==> src/rtl/instr_fetch_unit.sv <==
// -----------------------------------------------------------------------------
// instr_fetch_unit
//
// Fetches 16-bit instructions from a halfword-addressed instruction memory and
// hands them one at a time to the control unit. The control unit answers each
// issued instruction in the same cycle: it can stop the program, ask for one
// self-generated follow-up instruction to be injected, or redirect the PC.
//
// Handshakes (all strobes are single-cycle and sampled on the rising edge):
//   - Memory: imem_req_o/imem_addr_o are held every FETCH cycle until the
//     cycle in which imem_valid_i=1; that cycle transfers imem_rdata_i. A strobe
//     seen while imem_req_o=0 transfers nothing.
//   - Control unit: cu_input_en_o=1 marks the single cycle in which cu_instr_o
//     is consumed; stall_i=1 holds that offer back (cu_input_en_o stays 0).
//     end_program_i / self_instruct_en_i / branch_i are only meaningful in the
//     cycle where cu_input_en_o=1.
//
// Ports:
//   clk_i, rst_n_i            clock, asynchronous active-low reset
//   start_i                   start (or restart) fetching at RESET_PC
//   imem_req_o, imem_addr_o   memory read request and byte address
//   imem_rdata_i, imem_valid_i memory read data and strobe
//   cu_instr_o, cu_input_en_o instruction to the control unit and its qualifier
//   stall_i                   control unit busy
//   branch_i, branch_target_i taken branch and its target
//   self_instruct_i/_en_i     follow-up instruction to inject
//   end_program_i             stop request
//   pc_o, instr_count_o       current fetch PC, decodes completed
//   halted_o, err_o           halted flag, sticky error flag
//   dbg_state_o               current FSM state (IDLE=0 FETCH=1 ISSUE=2
//                             INJECT=3 HALT=4) for observation
// -----------------------------------------------------------------------------
module instr_fetch_unit #(
  parameter logic [15:0] RESET_PC    = 16'h0000,
  parameter int unsigned MEM_TIMEOUT = 16
) (
  input  logic        clk_i,
  input  logic        rst_n_i,
  input  logic        start_i,
  output logic        imem_req_o,
  output logic [15:0] imem_addr_o,
  input  logic [15:0] imem_rdata_i,
  input  logic        imem_valid_i,
  output logic [15:0] cu_instr_o,
  output logic        cu_input_en_o,
  input  logic        stall_i,
  input  logic        branch_i,
  input  logic [15:0] branch_target_i,
  input  logic [15:0] self_instruct_i,
  input  logic        self_instruct_en_i,
  input  logic        end_program_i,
  output logic [15:0] pc_o,
  output logic [15:0] instr_count_o,
  output logic        halted_o,
  output logic        err_o,
  output logic [2:0]  dbg_state_o
);

  typedef enum logic [2:0] {
    S_IDLE   = 3'd0,
    S_FETCH  = 3'd1,
    S_ISSUE  = 3'd2,
    S_INJECT = 3'd3,
    S_HALT   = 3'd4
  } state_t;

  localparam logic [15:0] TIMEOUT_LAST = 16'(MEM_TIMEOUT - 1);

  state_t      r_state;
  logic [15:0] r_pc;
  logic [15:0] r_ir;
  logic [15:0] r_self;
  logic [15:0] r_count;
  logic [15:0] r_wait;
  logic        r_err;

  logic        w_fetch;
  logic        w_issue;
  logic [15:0] w_branch_pc;

  // Outputs are decoded from registered state; only the issue qualifier also
  // looks at stall_i, because a stall has to withhold the offer in the very
  // cycle it is raised.
  assign w_fetch     = (r_state == S_FETCH);
  assign w_issue     = ((r_state == S_ISSUE) || (r_state == S_INJECT)) && !stall_i;
  assign w_branch_pc = {branch_target_i[15:1], 1'b0};

  assign imem_req_o    = w_fetch;
  assign imem_addr_o   = w_fetch ? r_pc : 16'h0000;
  assign cu_input_en_o = w_issue;
  assign cu_instr_o    = !w_issue ? 16'h0000 :
                         (r_state == S_INJECT) ? r_self : r_ir;
  assign pc_o          = r_pc;
  assign instr_count_o = r_count;
  assign halted_o      = (r_state == S_HALT);
  assign err_o         = r_err;
  assign dbg_state_o   = r_state;

  always_ff @(posedge clk_i or negedge rst_n_i) begin
    if (!rst_n_i) begin
      r_state <= S_IDLE;
      r_pc    <= RESET_PC;
      r_ir    <= 16'h0000;
      r_self  <= 16'h0000;
      r_count <= 16'h0000;
      r_wait  <= 16'h0000;
      r_err   <= 1'b0;
    end else begin
      case (r_state)
        S_IDLE, S_HALT: begin
          if (start_i) begin
            r_pc    <= RESET_PC;
            r_count <= 16'h0000;
            r_err   <= 1'b0;
            r_wait  <= 16'h0000;
            r_state <= S_FETCH;
          end
        end

        S_FETCH: begin
          if (imem_valid_i) begin
            r_ir    <= imem_rdata_i;
            r_pc    <= r_pc + 16'd2;
            r_wait  <= 16'h0000;
            r_state <= S_ISSUE;
          end else if (r_wait == TIMEOUT_LAST) begin
            // Last permitted empty cycle: give up and park with the error set.
            r_err   <= 1'b1;
            r_wait  <= 16'h0000;
            r_state <= S_HALT;
          end else begin
            r_wait <= r_wait + 16'd1;
          end
        end

        S_ISSUE: begin
          if (!stall_i) begin
            r_count <= r_count + 16'd1;
            if (end_program_i) begin
              r_state <= S_HALT;
            end else if (self_instruct_en_i) begin
              r_self  <= self_instruct_i;
              r_state <= S_INJECT;
            end else if (branch_i) begin
              r_pc    <= w_branch_pc;
              r_state <= S_FETCH;
            end else begin
              r_state <= S_FETCH;
            end
          end
        end

        S_INJECT: begin
          if (!stall_i) begin
            r_count <= r_count + 16'd1;
            // A follow-up cannot request another follow-up; flag it and move on.
            if (self_instruct_en_i) begin
              r_err <= 1'b1;
            end
            if (branch_i) begin
              r_pc <= w_branch_pc;
            end
            r_state <= S_FETCH;
          end
        end

        default: r_state <= S_IDLE;
      endcase
    end
  end

endmodule

==> config.mk <==
export PLATFORM = sky130hd
export DESIGN_NAME = instr_fetch_unit
export DESIGN_NICKNAME = d
export VERILOG_FILES = /design/src/rtl/instr_fetch_unit.sv
export SDC_FILE = /design/constraint.sdc
export NUM_CORES = 1
export LEC_CHECK = 0
export ABC_AREA = 1
export CORE_ASPECT_RATIO = 0.8
export CORE_MARGIN = 5
export CORE_UTILIZATION = 45
export DETAILED_ROUTE_END_ITERATION = 8
export GPL_ROUTABILITY_DRIVEN = 0
export PLACE_DENSITY_LB_ADDON = 0.3
export SYNTH_ARGS = -nofsm -noshare
export SYNTH_HDL_FRONTEND = slang
export SYNTH_SLANG_ARGS = --single-unit
==> constraint.sdc <==
create_clock -name clk_i -period 3.1 [get_ports clk_i]
set_input_delay 0.62 -clock clk_i [delete_from_list [all_inputs] [get_ports clk_i]]
set_output_delay 0.62 -clock clk_i [all_outputs]
set_load 0.05 [all_outputs]
==> metrics.csv <==
stage;metric;value;unit
detailed_routing;num_vias;5104;
power_and_ir_drop;power_density;762;nW/um^2
timing;hold_viol_final;0;
detailed_routing;m1WireLength;6160;um
power_and_ir_drop;p_switching;0.00238;W
timing;setup_viol;0;
timing;max_freq;0.340;GHz
cts;cts_tree;done;
timing;rsz0062_at_grt;no;
critical_path;critPathSlowestCell;clkdlybuf4s50_1;
detailed_routing;viasPerCell;5.15;
timing;worst_pin_slew;1050;ps
critical_path;crit_path_max_incr_delay;830;ps
power_and_ir_drop;fin_total_pwr;0.00516;W
detailed_routing;wl_per_cell;14.2;um
detailed_routing;drt_iter0_markers;382;
cells_and_area;seqCellArea;2080;sq um
place;dp_hpwl;10300;um
cells_and_area;final_cell_mix;nand2_1 (224), nor2_1 (128), clkdlybuf4s50_1 (99);
cts;max-clock-path-buffers;2;
cts;htree_levels;3;
synth;netlist_area;4950;sq um
cells_and_area;drive_gt1_frac;0.0968;
synth;yosysWarnings;0;
detailed_routing;routed_wirelength;14100;um
detailed_routing;wl_met2;6650;um
cells_and_area;utilization;0.626;
timing;finClkSkew;5.98;ps
synth;synth_ff_type;dfrtp_1;
detailed_routing;route.met3.wl;1120;um
timing;fin_hold_ws;473;ps
power_and_ir_drop;ir_drop;0.000344;V
critical_path;crit_fanout;17;
synth;synthCells;720;
place;io_buffer_count;123;
critical_path;worst-path-buf-inv;2;
floorplanning;die_h;104;um
power_and_ir_drop;swShare;0.461;
critical_path;crit_required;2480;ps
critical_path;critPathArrivalTime;2320;ps
timing;relSlewSlack;0.297;
cts;numCtsBuffers;9;
synth;postSynthAreaPerCell;6.88;sq um
global_route;grt_first_pass_wirelength;23800;um
cells_and_area;layout_commonest_cell;nand2_1;
timing;fin_tns_setup;0;ps
timing;period_needed;2940;ps
timing;drv_slew;0;
synth;synth-seq-cells;83;
synth;ys_top_cells_by_area;dfrtp_1 (42%), nand2_1 (17%), nor2_1 (9.7%), inv_1 (6.1%), nand3_1 (3.9%);
power_and_ir_drop;p_clk_frac;0.212;
cts;clockRootBuffer;clkbuf_16;
power_and_ir_drop;combPwrFrac;0.468;
detailed_routing;dr.pass1.iters;5;
floorplanning;die_w;127;um
floorplanning;top_level_ports;127;
global_route;grt_max_degree;84;
timing;period_share;0.948;
cts;cts_setup_buffers;0;
detailed_routing;top_layer_used;met4;
cts;clk_pin_slew_worst_paths;60;ps
timing;timing.final.ws_setup;162;ps
run;cap_viol_max_count;0;
critical_path;cp_cell_sequence;inv_2 > nand3_2 > nor2_1 > clkdlybuf4s50_1;
synth;ys_types;36;
synth;synth_top_area_share;0.420;
power_and_ir_drop;p_leak;3.29;nW
place;dpl_worst_slack;305;ps
critical_path;end_kind;primary output;
global_route;groute.usage.overall;0.218;
critical_path;path_class;reg2out;
synth;ys_seq_area_frac;0.420;
cts;postCtsHoldBufs;0;
cells_and_area;area_growth;36.6;%
global_route;gr-total-overflow;0;
critical_path;path_delay_family;buffers and inverters;
cts;clk-insertion-delay-late;340;ps
global_route;antenna_found_initial;0;
status;status;complete, no violations;
synth;synth-edff-count;0;
critical_path;critPathLaunchType;flop;
cells_and_area;nNetsFinal;901;
detailed_routing;ant_nets;0;
floorplanning;rows;34;
synth;synth_largest_area_cell;dfrtp_1;
hold_path;min_path_type;in2async;
detailed_routing;drcViolationCount;0;
cells_and_area;multi_input_area;2420;sq um
power_and_ir_drop;internal-power;0.00278;W
power_and_ir_drop;seq_power_share;0.321;
floorplanning;coreArea;10800;sq um
floorplanning;die_area;13200;sq um
synth;synth-async-reset-ratio;1.00;
cts;clock_sinks;83;
global_route;grt_pass1_vias;5016;
floorplanning;start_util;0.458;
cells_and_area;fillerInstances;962;
cells_and_area;diodes;0;
sequential cells by signal, summed over array words and instances, names as in the netlist:
signal         cells
instr_count_o     16
r_self            16
err_o              1
r_wait            16
dbg_state_o        3
pc_o              15
r_ir              16
power by group through the flow:
stage / clock (W) / combinational (W) / sequential (W)
CTS: 0.00112 / 0.00242 / 0.00165
floorplan: 0 / 0.00138 / 0.00194
finish: 0.00109 / 0.00241 / 0.00165
global route: 0.00116 / 0.00262 / 0.00169
detailed placement: 0 / 0.00242 / 0.00166
global placement: 0 / 0.00237 / 0.00165
what timing repair did:
action | 4_1_cts | 5_1_grt
resized for setup | 1 | 3
setup endpoints to repair | 1 | 3
endpoints found under the hold margin | 0 | 0
routing by layer:
layer,global-route usage,vias to the layer above
li1,-,2491
met1,0.295,2397
met2,0.348,202
met3,0.0653,14
met4,0.0436,0
met5,0,-
final timing paths:
path	from	to	slack (ps)	cells past startpoint
max reg2reg	dbg_state_o[1]$_DFFE_PN0P_	r_wait[10]$_DFFE_PN0P_	840	10
min in group clk_i	r_ir[6]$_DFFE_PN0P_	r_ir[6]$_DFFE_PN0P_	480	2
min	rst_n_i	r_self[1]$_DFFE_PN0P_	470	1
min reg2reg	r_ir[6]$_DFFE_PN0P_	r_ir[6]$_DFFE_PN0P_	480	2
max in group asynchronous	rst_n_i	instr_count_o[8]$_DFFE_PN0P_	1960	1
max	dbg_state_o[1]$_DFFE_PN0P_	imem_addr_o[8]	160	4
layout make-up:
type,count,share of cell area
Multi-Input combinational cell,531,0.358
Sequential cell,83,0.307
Tap cell,144,0.0266
Clock inverter,6,0.0105
Timing Repair Buffer,129,0.213
Clock buffer,10,0.0338
Inverter,88,0.0501
kinds of logic after synthesis:
kind of cell	count (synthesis)	share of synthesized area
adders and majority gates	3	0.00758
AOI/OAI and AO/OA	78	0.0864
xor gates and xnor gates	4	0.00708
other	1	0.000757
buffers and inverters	107	0.0915
DFF	83	0.420
and+or+nand+nor	444	0.387
through the flow:
stage / cells / instance area (sq um)
floorplan: 721 / 4950
global placement: 975 / 6460
detailed placement: 975 / 6460
CTS: 991 / 6760
global route: 991 / 6770
finish: 991 / 6770
cells in the mapped netlist, types with 2 or more instances:
| master | count |
|---|---|
| nand2_1 | 224 |
| nor2_1 | 128 |
| dfrtp_1 | 83 |
| inv_1 | 80 |
| nand3_1 | 39 |
| o21ai_0 | 39 |
| nand4_1 | 16 |
| o21ai_1 | 16 |
| nand2_2 | 15 |
| a21oi_1 | 11 |
| buf_2 | 10 |
| inv_2 | 6 |
| nor3_1 | 6 |
| o21ai_2 | 5 |
| buf_4 | 4 |
| clkbuf_1 | 4 |
| xor2_1 | 4 |
| ha_1 | 3 |
| nand3_2 | 3 |
| nor3b_1 | 3 |
| nand2_4 | 2 |
| nor2_2 | 2 |
| nor2_4 | 2 |
| nor2_8 | 2 |
| o21bai_1 | 2 |
No activity file was read; power rests on OpenSTA's default activity.
